## src/rtl/tcdm_axi_bridge_pkg.sv

```systemverilog
// Shared types and constants for the TCDM-to-AXI bridge: AXI4 channel structs,
// the issue-slot state encoding and the AXI field encodings the bridge emits.
package tcdm_axi_bridge_pkg;

  localparam int unsigned AxiAddrWidth = 64;
  localparam int unsigned AxiDataWidth = 64;
  localparam int unsigned AxiIdWidth   = 8;
  localparam int unsigned AxiUserWidth = 1;

  localparam logic [2:0] AXI_SIZE_4B    = 3'b010;
  localparam logic [1:0] AXI_BURST_INCR = 2'b01;
  localparam logic [1:0] AXI_RESP_OKAY  = 2'b00;

  typedef struct packed {
    logic [AxiIdWidth-1:0]   id;
    logic [AxiAddrWidth-1:0] addr;
    logic [7:0]              len;
    logic [2:0]              size;
    logic [1:0]              burst;
    logic                    lock;
    logic [3:0]              cache;
    logic [2:0]              prot;
    logic [3:0]              qos;
    logic [3:0]              region;
    logic [AxiUserWidth-1:0] user;
  } axi_ax_chan_t;

  typedef struct packed {
    logic [AxiDataWidth-1:0]   data;
    logic [AxiDataWidth/8-1:0] strb;
    logic                      last;
    logic [AxiUserWidth-1:0]   user;
  } axi_w_chan_t;

  typedef struct packed {
    logic [AxiIdWidth-1:0] id;
    logic [1:0]            resp;
  } axi_b_chan_t;

  typedef struct packed {
    logic [AxiIdWidth-1:0]   id;
    logic [AxiDataWidth-1:0] data;
    logic [1:0]              resp;
    logic                    last;
  } axi_r_chan_t;

  typedef struct packed {
    axi_ax_chan_t aw;
    logic         aw_valid;
    axi_w_chan_t  w;
    logic         w_valid;
    logic         b_ready;
    axi_ax_chan_t ar;
    logic         ar_valid;
    logic         r_ready;
  } axi_req_t;

  typedef struct packed {
    logic        aw_ready;
    logic        ar_ready;
    logic        w_ready;
    logic        b_valid;
    axi_b_chan_t b;
    logic        r_valid;
    axi_r_chan_t r;
  } axi_rsp_t;

  typedef enum logic [1:0] {
    StIdle,
    StArPend,
    StWrPend
  } slot_state_e;

endpackage

```

## src/rtl/tcdm_axi_lane_fifo.sv

```systemverilog
// 1-bit FIFO remembering which 32b lane each outstanding read targets.
// Push and pop in the same cycle are allowed even when full.
module tcdm_axi_lane_fifo #(
  parameter int unsigned Depth = 4
) (
  input  logic clk_i,
  input  logic rst_ni,
  input  logic push_i,
  input  logic data_i,
  input  logic pop_i,
  output logic data_o,
  output logic full_o,
  output logic empty_o
);

  localparam int unsigned PtrWidth = (Depth > 1) ? $clog2(Depth) : 1;
  localparam int unsigned CntWidth = $clog2(Depth + 1);
  localparam logic [PtrWidth-1:0] LastPtr = PtrWidth'(Depth - 1);

  logic [Depth-1:0]    mem_q, mem_d;
  logic [PtrWidth-1:0] wptr_q, wptr_d, rptr_q, rptr_d;
  logic [CntWidth-1:0] cnt_q, cnt_d;
  logic                do_push, do_pop;

  assign full_o  = (cnt_q == CntWidth'(Depth));
  assign empty_o = (cnt_q == '0);
  assign data_o  = mem_q[rptr_q];
  assign do_pop  = pop_i & ~empty_o;
  assign do_push = push_i & (~full_o | do_pop);

  // Pointer/count next state.
  always_comb begin
    mem_d  = mem_q;
    wptr_d = wptr_q;
    rptr_d = rptr_q;
    if (do_push) begin
      mem_d[wptr_q] = data_i;
      wptr_d        = (wptr_q == LastPtr) ? '0 : wptr_q + 1'b1;
    end
    if (do_pop) begin
      rptr_d = (rptr_q == LastPtr) ? '0 : rptr_q + 1'b1;
    end
    cnt_d = cnt_q + CntWidth'(do_push) - CntWidth'(do_pop);
  end

  // FIFO state registers.
  always_ff @(posedge clk_i or negedge rst_ni) begin
    if (!rst_ni) begin
      mem_q  <= '0;
      wptr_q <= '0;
      rptr_q <= '0;
      cnt_q  <= '0;
    end else begin
      mem_q  <= mem_d;
      wptr_q <= wptr_d;
      rptr_q <= rptr_d;
      cnt_q  <= cnt_d;
    end
  end

endmodule

```

## src/rtl/tcdm_to_axi_bridge.sv

```systemverilog
// Converts single-port TCDM requests into single-beat AXI4 reads/writes.
// One issue slot holds the granted request until its AXI address/data handshakes
// complete; all in-flight transactions share one direction, so responses retire in order.
module tcdm_to_axi_bridge
  import tcdm_axi_bridge_pkg::*;
#(
  parameter int unsigned AddrWidth      = 64,
  parameter int unsigned DataWidth      = 64,
  parameter int unsigned IdWidth        = 8,
  parameter int unsigned AxiId          = 0,
  parameter int unsigned MaxOutstanding = 4
) (
  input  logic        clk_i,
  input  logic        rst_ni,
  input  logic        tcdm_req_i,
  output logic        tcdm_gnt_o,
  input  logic [31:0] tcdm_add_i,
  input  logic        tcdm_wen_i,
  input  logic [3:0]  tcdm_be_i,
  input  logic [31:0] tcdm_data_i,
  output logic        tcdm_r_valid_o,
  output logic [31:0] tcdm_r_data_o,
  output axi_req_t    axi_req_o,
  input  axi_rsp_t    axi_rsp_i,
  output logic        err_o
);

  localparam int unsigned CntWidth = $clog2(MaxOutstanding + 1);
  localparam logic [CntWidth-1:0] CntMax = CntWidth'(MaxOutstanding);

  slot_state_e         slot_q, slot_d;
  logic                aw_done_q, aw_done_d, w_done_q, w_done_d;
  logic [29:0]         addr_q, addr_d;
  logic [31:0]         wdata_q, wdata_d;
  logic [3:0]          be_q, be_d;
  logic [CntWidth-1:0] cnt_q, cnt_d, cnt_after;
  logic                dir_rd_q, dir_rd_d;
  logic                err_q, err_d;
  logic                r_valid_q, r_valid_d;
  logic [31:0]         r_data_q, r_data_d;

  logic aw_valid, w_valid, ar_valid;
  logic aw_hs, w_hs, ar_hs, slot_free;
  logic b_ret, r_ret, orphan, rsp_err, gnt;
  logic lane, lane_full, lane_empty;

  assign aw_valid = (slot_q == StWrPend) & ~aw_done_q;
  assign w_valid  = (slot_q == StWrPend) & ~w_done_q;
  assign ar_valid = (slot_q == StArPend);
  assign aw_hs    = aw_valid & axi_rsp_i.aw_ready;
  assign w_hs     = w_valid & axi_rsp_i.w_ready;
  assign ar_hs    = ar_valid & axi_rsp_i.ar_ready;

  // Responses only retire when they match the direction in flight; anything else is an orphan.
  assign b_ret   = axi_rsp_i.b_valid & (cnt_q != '0) & ~dir_rd_q;
  assign r_ret   = axi_rsp_i.r_valid & (cnt_q != '0) & dir_rd_q;
  assign orphan  = (axi_rsp_i.b_valid & ~b_ret) | (axi_rsp_i.r_valid & ~r_ret);
  assign rsp_err = (b_ret & (axi_rsp_i.b.resp != AXI_RESP_OKAY)) |
                   (r_ret & (axi_rsp_i.r.resp != AXI_RESP_OKAY));

  // Count as seen after this cycle's retirement, so a grant can coincide with a response.
  assign cnt_after = cnt_q - CntWidth'(b_ret | r_ret);

  // Slot frees in the cycle its last handshake completes.
  always_comb begin
    slot_free = 1'b0;
    unique case (slot_q)
      StIdle:   slot_free = 1'b1;
      StArPend: slot_free = ar_hs;
      StWrPend: slot_free = (aw_done_q | aw_hs) & (w_done_q | w_hs);
      default:  slot_free = 1'b0;
    endcase
  end

  assign gnt = tcdm_req_i & slot_free & (cnt_after < CntMax) &
               ((cnt_after == '0) | (dir_rd_q == tcdm_wen_i));
  assign tcdm_gnt_o = gnt;

  // Issue slot, outstanding count and response next state.
  always_comb begin
    slot_d    = slot_q;
    aw_done_d = aw_done_q | aw_hs;
    w_done_d  = w_done_q | w_hs;
    addr_d    = addr_q;
    wdata_d   = wdata_q;
    be_d      = be_q;
    dir_rd_d  = dir_rd_q;
    if (slot_free) begin
      slot_d = StIdle;
    end
    if (gnt) begin
      slot_d    = tcdm_wen_i ? StArPend : StWrPend;
      aw_done_d = 1'b0;
      w_done_d  = 1'b0;
      addr_d    = tcdm_add_i[31:2];
      wdata_d   = tcdm_data_i;
      be_d      = tcdm_be_i;
      dir_rd_d  = tcdm_wen_i;
    end
    cnt_d     = cnt_after + CntWidth'(gnt);
    err_d     = err_q | orphan | rsp_err;
    r_valid_d = r_ret;
    r_data_d  = r_data_q;
    if (r_ret) begin
      r_data_d = lane ? axi_rsp_i.r.data[63:32] : axi_rsp_i.r.data[31:0];
    end
  end

  // Bridge state registers.
  always_ff @(posedge clk_i or negedge rst_ni) begin
    if (!rst_ni) begin
      slot_q    <= StIdle;
      aw_done_q <= 1'b0;
      w_done_q  <= 1'b0;
      addr_q    <= '0;
      wdata_q   <= '0;
      be_q      <= '0;
      cnt_q     <= '0;
      dir_rd_q  <= 1'b0;
      err_q     <= 1'b0;
      r_valid_q <= 1'b0;
      r_data_q  <= '0;
    end else begin
      slot_q    <= slot_d;
      aw_done_q <= aw_done_d;
      w_done_q  <= w_done_d;
      addr_q    <= addr_d;
      wdata_q   <= wdata_d;
      be_q      <= be_d;
      cnt_q     <= cnt_d;
      dir_rd_q  <= dir_rd_d;
      err_q     <= err_d;
      r_valid_q <= r_valid_d;
      r_data_q  <= r_data_d;
    end
  end

  tcdm_axi_lane_fifo #(
    .Depth (MaxOutstanding)
  ) u_lane_fifo (
    .clk_i   (clk_i),
    .rst_ni  (rst_ni),
    .push_i  (gnt & tcdm_wen_i),
    .data_i  (tcdm_add_i[2]),
    .pop_i   (r_ret),
    .data_o  (lane),
    .full_o  (lane_full),
    .empty_o (lane_empty)
  );

  // AXI request channels driven straight from the issue slot.
  always_comb begin
    axi_req_o           = '0;
    axi_req_o.aw.id     = AxiIdWidth'(IdWidth'(AxiId));
    axi_req_o.aw.addr   = AxiAddrWidth'(AddrWidth'({addr_q, 2'b00}));
    axi_req_o.aw.size   = AXI_SIZE_4B;
    axi_req_o.aw.burst  = AXI_BURST_INCR;
    axi_req_o.aw_valid  = aw_valid;
    axi_req_o.ar        = axi_req_o.aw;
    axi_req_o.ar_valid  = ar_valid;
    axi_req_o.w.data    = {(DataWidth / 32){wdata_q}};
    axi_req_o.w.strb    = addr_q[0] ? {be_q, 4'b0000} : {4'b0000, be_q};
    axi_req_o.w.last    = 1'b1;
    axi_req_o.w_valid   = w_valid;
    axi_req_o.b_ready   = 1'b1;
    axi_req_o.r_ready   = 1'b1;
  end

  assign tcdm_r_valid_o = r_valid_q;
  assign tcdm_r_data_o  = r_data_q;
  assign err_o          = err_q;

  logic unused_sigs;
  assign unused_sigs = ^{axi_rsp_i.b.id, axi_rsp_i.r.id, axi_rsp_i.r.last, lane_full, lane_empty};

endmodule
```

## config.mk

```make
export PLATFORM = sky130hd
export DESIGN_NAME = tcdm_to_axi_bridge
export DESIGN_NICKNAME = d
export VERILOG_FILES = /design/src/rtl/tcdm_axi_bridge_pkg.sv /design/src/rtl/tcdm_axi_lane_fifo.sv /design/src/rtl/tcdm_to_axi_bridge.sv
export SDC_FILE = /design/constraint.sdc
export NUM_CORES = 1
export LEC_CHECK = 0
export CAP_MARGIN = 20
export CORE_AREA = 3 3 185 187
export CTS_BUF_LIST = sky130_fd_sc_hd__clkbuf_8 sky130_fd_sc_hd__clkbuf_16
export DETAILED_ROUTE_END_ITERATION = 10
export DIE_AREA = 0 0 188 190
export PLACE_DENSITY = 0.61
export SYNTH_ARGS = -nofsm -noshare
export SYNTH_HDL_FRONTEND = slang
export SYNTH_SLANG_ARGS = --single-unit
```

## constraint.sdc

```tcl
create_clock -name clk_i -period 3.8 [get_ports clk_i]
set_clock_uncertainty 0.05 [all_clocks]
set_input_delay 0.38 -clock clk_i [delete_from_list [all_inputs] [get_ports clk_i]]
set_output_delay 0.38 -clock clk_i [all_outputs]
set_load 0.01 [all_outputs]
```

==> results.py <==
metrics = {
    "outcome": {
        "outcome": "finished, final reports clean",
    },
    "die": {
        "start_util": 0.206,
        "die_h_um": 190,
        "fp.coreArea_mm2": 0.0326,
        "placementRows": 66,
        "dieArea_mm2": 0.0357,
        "die_x_um": 188,
        "pin_count": 480,
    },
    "critical_path": {
        "cp_slowest_cell": "clkdlybuf4s50_1",
        "crit_family": "buffers and inverters",
        "path_buf_inv": 2,
        "crit_path_end_kind": "output pin",
        "path_cells": "nor3_1 > nor2_1 > ha_1 > ha_1 > and2_1 > o211ai_1 > a211o_2 > inv_4 > clkdlybuf4s50_1",
        "cp.arrival_ns": 2.96,
        "startpoint_type": "register",
        "critical_path.most_common_cell": "ha_1",
        "critPathMaxStageDelay_ns": 0.55,
        "required_ns": 3.37,
        "path_class": "register to output pin",
        "cp_max_fo": 4,
    },
    "logic_synthesis": {
        "netlist_area_mm2": 0.00671,
        "avgSynthCellArea_um2": 9.06,
        "synth_edf_count": 0,
        "yosysUniqueCellTypes": 35,
        "post-synth-top-count-cell": "nand2_1",
        "dominantRegCellSynth": "dfrtp_1",
        "synth.top_cell.area_share": 0.444,
        "synth_area_leader_cell": "dfrtp_1",
        "seq_area_frac_synth": 0.444,
        "yosys-top-cells-area": "dfrtp_1 44%, buf_4 24%, nand2_1 13%",
        "synth-seq-cells": 119,
        "synth_common_cells": "233 x nand2_1, 213 x buf_4, 119 x dfrtp_1",
        "synthCells": 741,
        "ys_warn_count": 0,
        "async_reset_ff_frac": 1.00,
    },
    "clock_network": {
        "cts_buffer_depth": 2,
        "htreeDepth": 4,
        "cts_root_buf": "clkbuf_16",
        "clkTransAtPathRegs_ns": 0.06,
        "post_cts.repair.setup_buffers": 0,
        "cts_resized": 0,
        "cts_hold_buf": 0,
        "tritoncts": "yes",
        "cts_num_sinks": 119,
        "clock_latency_ns": 0.41,
        "numCtsBuffers": 17,
    },
    "sta": {
        "fin_ws_ns": 0.414,
        "hold_viol_final": 0,
        "rsz0062_at_grt": "no",
        "finalMaxSlewViolations": 0,
        "max_slew_margin": 0.298,
        "tightest_slew_ns": 1.05,
        "finalCriticalPeriod_ns": 3.39,
        "setup_viol": 0,
        "tns_ns": 0,
        "finalCritPeriodShare": 0.891,
        "fmax_mhz": 295,
    },
    "place": {
        "hpwl_um": 13700,
        "gp_congestion": 0.727,
        "io_buffers": 312,
        "dp_slack_ns": 0.419,
    },
    "global_route": {
        "grt_remaining_overflow": 0,
        "antenna_found_initial": 0,
        "grt_max_degree": 96,
        "grt_pass1_wl_um": 26800,
        "grt_pass1_vias": 4779,
        "grtUsageTotal": 0.0958,
    },
    "final_layout": {
        "fin_nets": 1156,
        "antenna_cells": 0,
        "area_delta_synth_final_pct": 46.6,
        "final_layout_size_suffix_gt1_frac": 0.0462,
        "fillers": 3467,
    },
    "worst_hold_path": {
        "hp-class": "input pin to asynchronous set/reset pin",
    },
    "power_and_ir_drop": {
        "pwr_density_cell_mw_per_mm2": 807,
        "total_leakage_power_uw": 0.00461,
        "ir_worst_vdd_uv": 319,
    },
    "route": {
        "wire_per_inst_um": 12.7,
        "vias_per_cell": 3.51,
        "vias": 5051,
        "drc": 0,
        "routed_wirelength_um": 18200,
        "drtIter0Drc": 93,
        "ant_nets": 0,
        "drt_first_pass_iters": 4,
    },
    "flow_run": {
        "cap_violations": 0,
    },
}
-- registers in the layout (all words and copies together), names as in the netlist, 2 cells and up --
name / cells
be_q: 4
u_lane_fifo.wptr_q: 2
u_lane_fifo.cnt_q: 3
cnt_q: 3
u_lane_fifo.rptr_q: 2
addr_q: 30
tcdm_r_data_o: 32
u_lane_fifo.mem_q: 4
slot_q: 2
wdata_q: 32
-- per-layer routing --
layer / track usage / share of wire / vias up
met5: 0 / 0 / -
met4: 0.0329 / 0.012 / 0
met3: 0.0273 / 0.075 / 9
met2: 0.171 / 0.52 / 242
met1: 0.110 / 0.39 / 2356
li1: - / - / 2444
-- through the flow --
stage	hold slack [ns]	cells	area (µm²)	total power (µW)	util
after floorplan	0.0344	887	7260	4670	-
after global placement	0.412	1405	9240	6310	0.283
after detailed placement	0.417	1405	9240	6390	0.283
after CTS	0.0503	1437	9840	8130	0.302
after global routing	0.0762	1437	9840	8550	0.302
final	0.0109	1437	9840	7940	0.302
-- where the power goes --
group	internal [µW]	total, µW	switching [µW]
Combinational	2110	3960	1840
Sequential	1870	2320	451
Clock	1040	1660	615
Total	5030	7940	2910
-- area by class of cell --
| class | instances | area, µm² | share of cell area |
|---|---|---|---|
| clock inverters | 14 | 158 | 0.0160 |
| well taps | 442 | 553 | 0.0562 |
| repair buffers | 317 | 3160 | 0.321 |
| flip-flops and latches | 119 | 2980 | 0.303 |
| clock buffers | 18 | 439 | 0.0447 |
| inverters | 13 | 51.3 | 0.00522 |
| multi-input cells | 514 | 2490 | 0.254 |
-- final timing paths --
| check | depth (start not counted) | endpoint | from | slack [ns] |
|---|---|---|---|---|
| setup / recovery | 9 | tcdm_gnt_o | cnt_q[1]$_DFF_PN0_ | 0.41 |
| hold / removal | 1 | wdata_q[26]$_DFFE_PN0N_ | rst_ni | 0.01 |
| setup reg to reg | 13 | u_lane_fifo.cnt_q[2]$_DFF_PN0_ | cnt_q[1]$_DFF_PN0_ | 0.64 |
| hold reg to reg | 2 | tcdm_r_data_o[18]$_DFFE_PN0P_ | tcdm_r_data_o[18]$_DFFE_PN0P_ | 0.43 |
| max in group asynchronous | 2 | tcdm_r_data_o[28]$_DFFE_PN0P_ | rst_ni | 2.72 |
| min in group clk_i | 2 | tcdm_r_data_o[18]$_DFFE_PN0P_ | tcdm_r_data_o[18]$_DFFE_PN0P_ | 0.43 |
-- cell families after synthesis --
family	after synthesis	share of synthesized area
AO/OA/AOI/OAI	42	0.0339
other	2	0.00112
multiplexers	42	0.0660
buffers and inverters	254	0.266
flip-flops	119	0.444
AND/OR/NAND/NOR	265	0.158
XOR/XNOR	5	0.00764
adder cells (fa/ha/maj)	12	0.0235
-- cell usage in the layout, fill, tap and decap left out, types with 2 or more instances in the layout --
| cell | n |
|---|---|
| dfrtp_1 | 119 |
| buf_4 | 5 |
| clkdlybuf4s50_1 | 311 |
| mux2i_1 | 33 |
| o21ai_0 | 34 |
| clkinvlp_4 | 2 |
| bufinv_16 | 3 |
| inv_1 | 15 |
| clkbuf_16 | 17 |
| xnor2_1 | 4 |
| clkinv_2 | 3 |
| nor3_1 | 2 |
| conb_1 | 148 |
| ha_1 | 11 |
| nand4_1 | 5 |
| inv_6 | 2 |
| and2_1 | 5 |
| nor2b_1 | 7 |
| mux2_1 | 2 |
| nor2_1 | 8 |
| a21oi_1 | 2 |
| nand2_1 | 233 |
| mux2_2 | 6 |
Power figures use the tool's default switching activity.
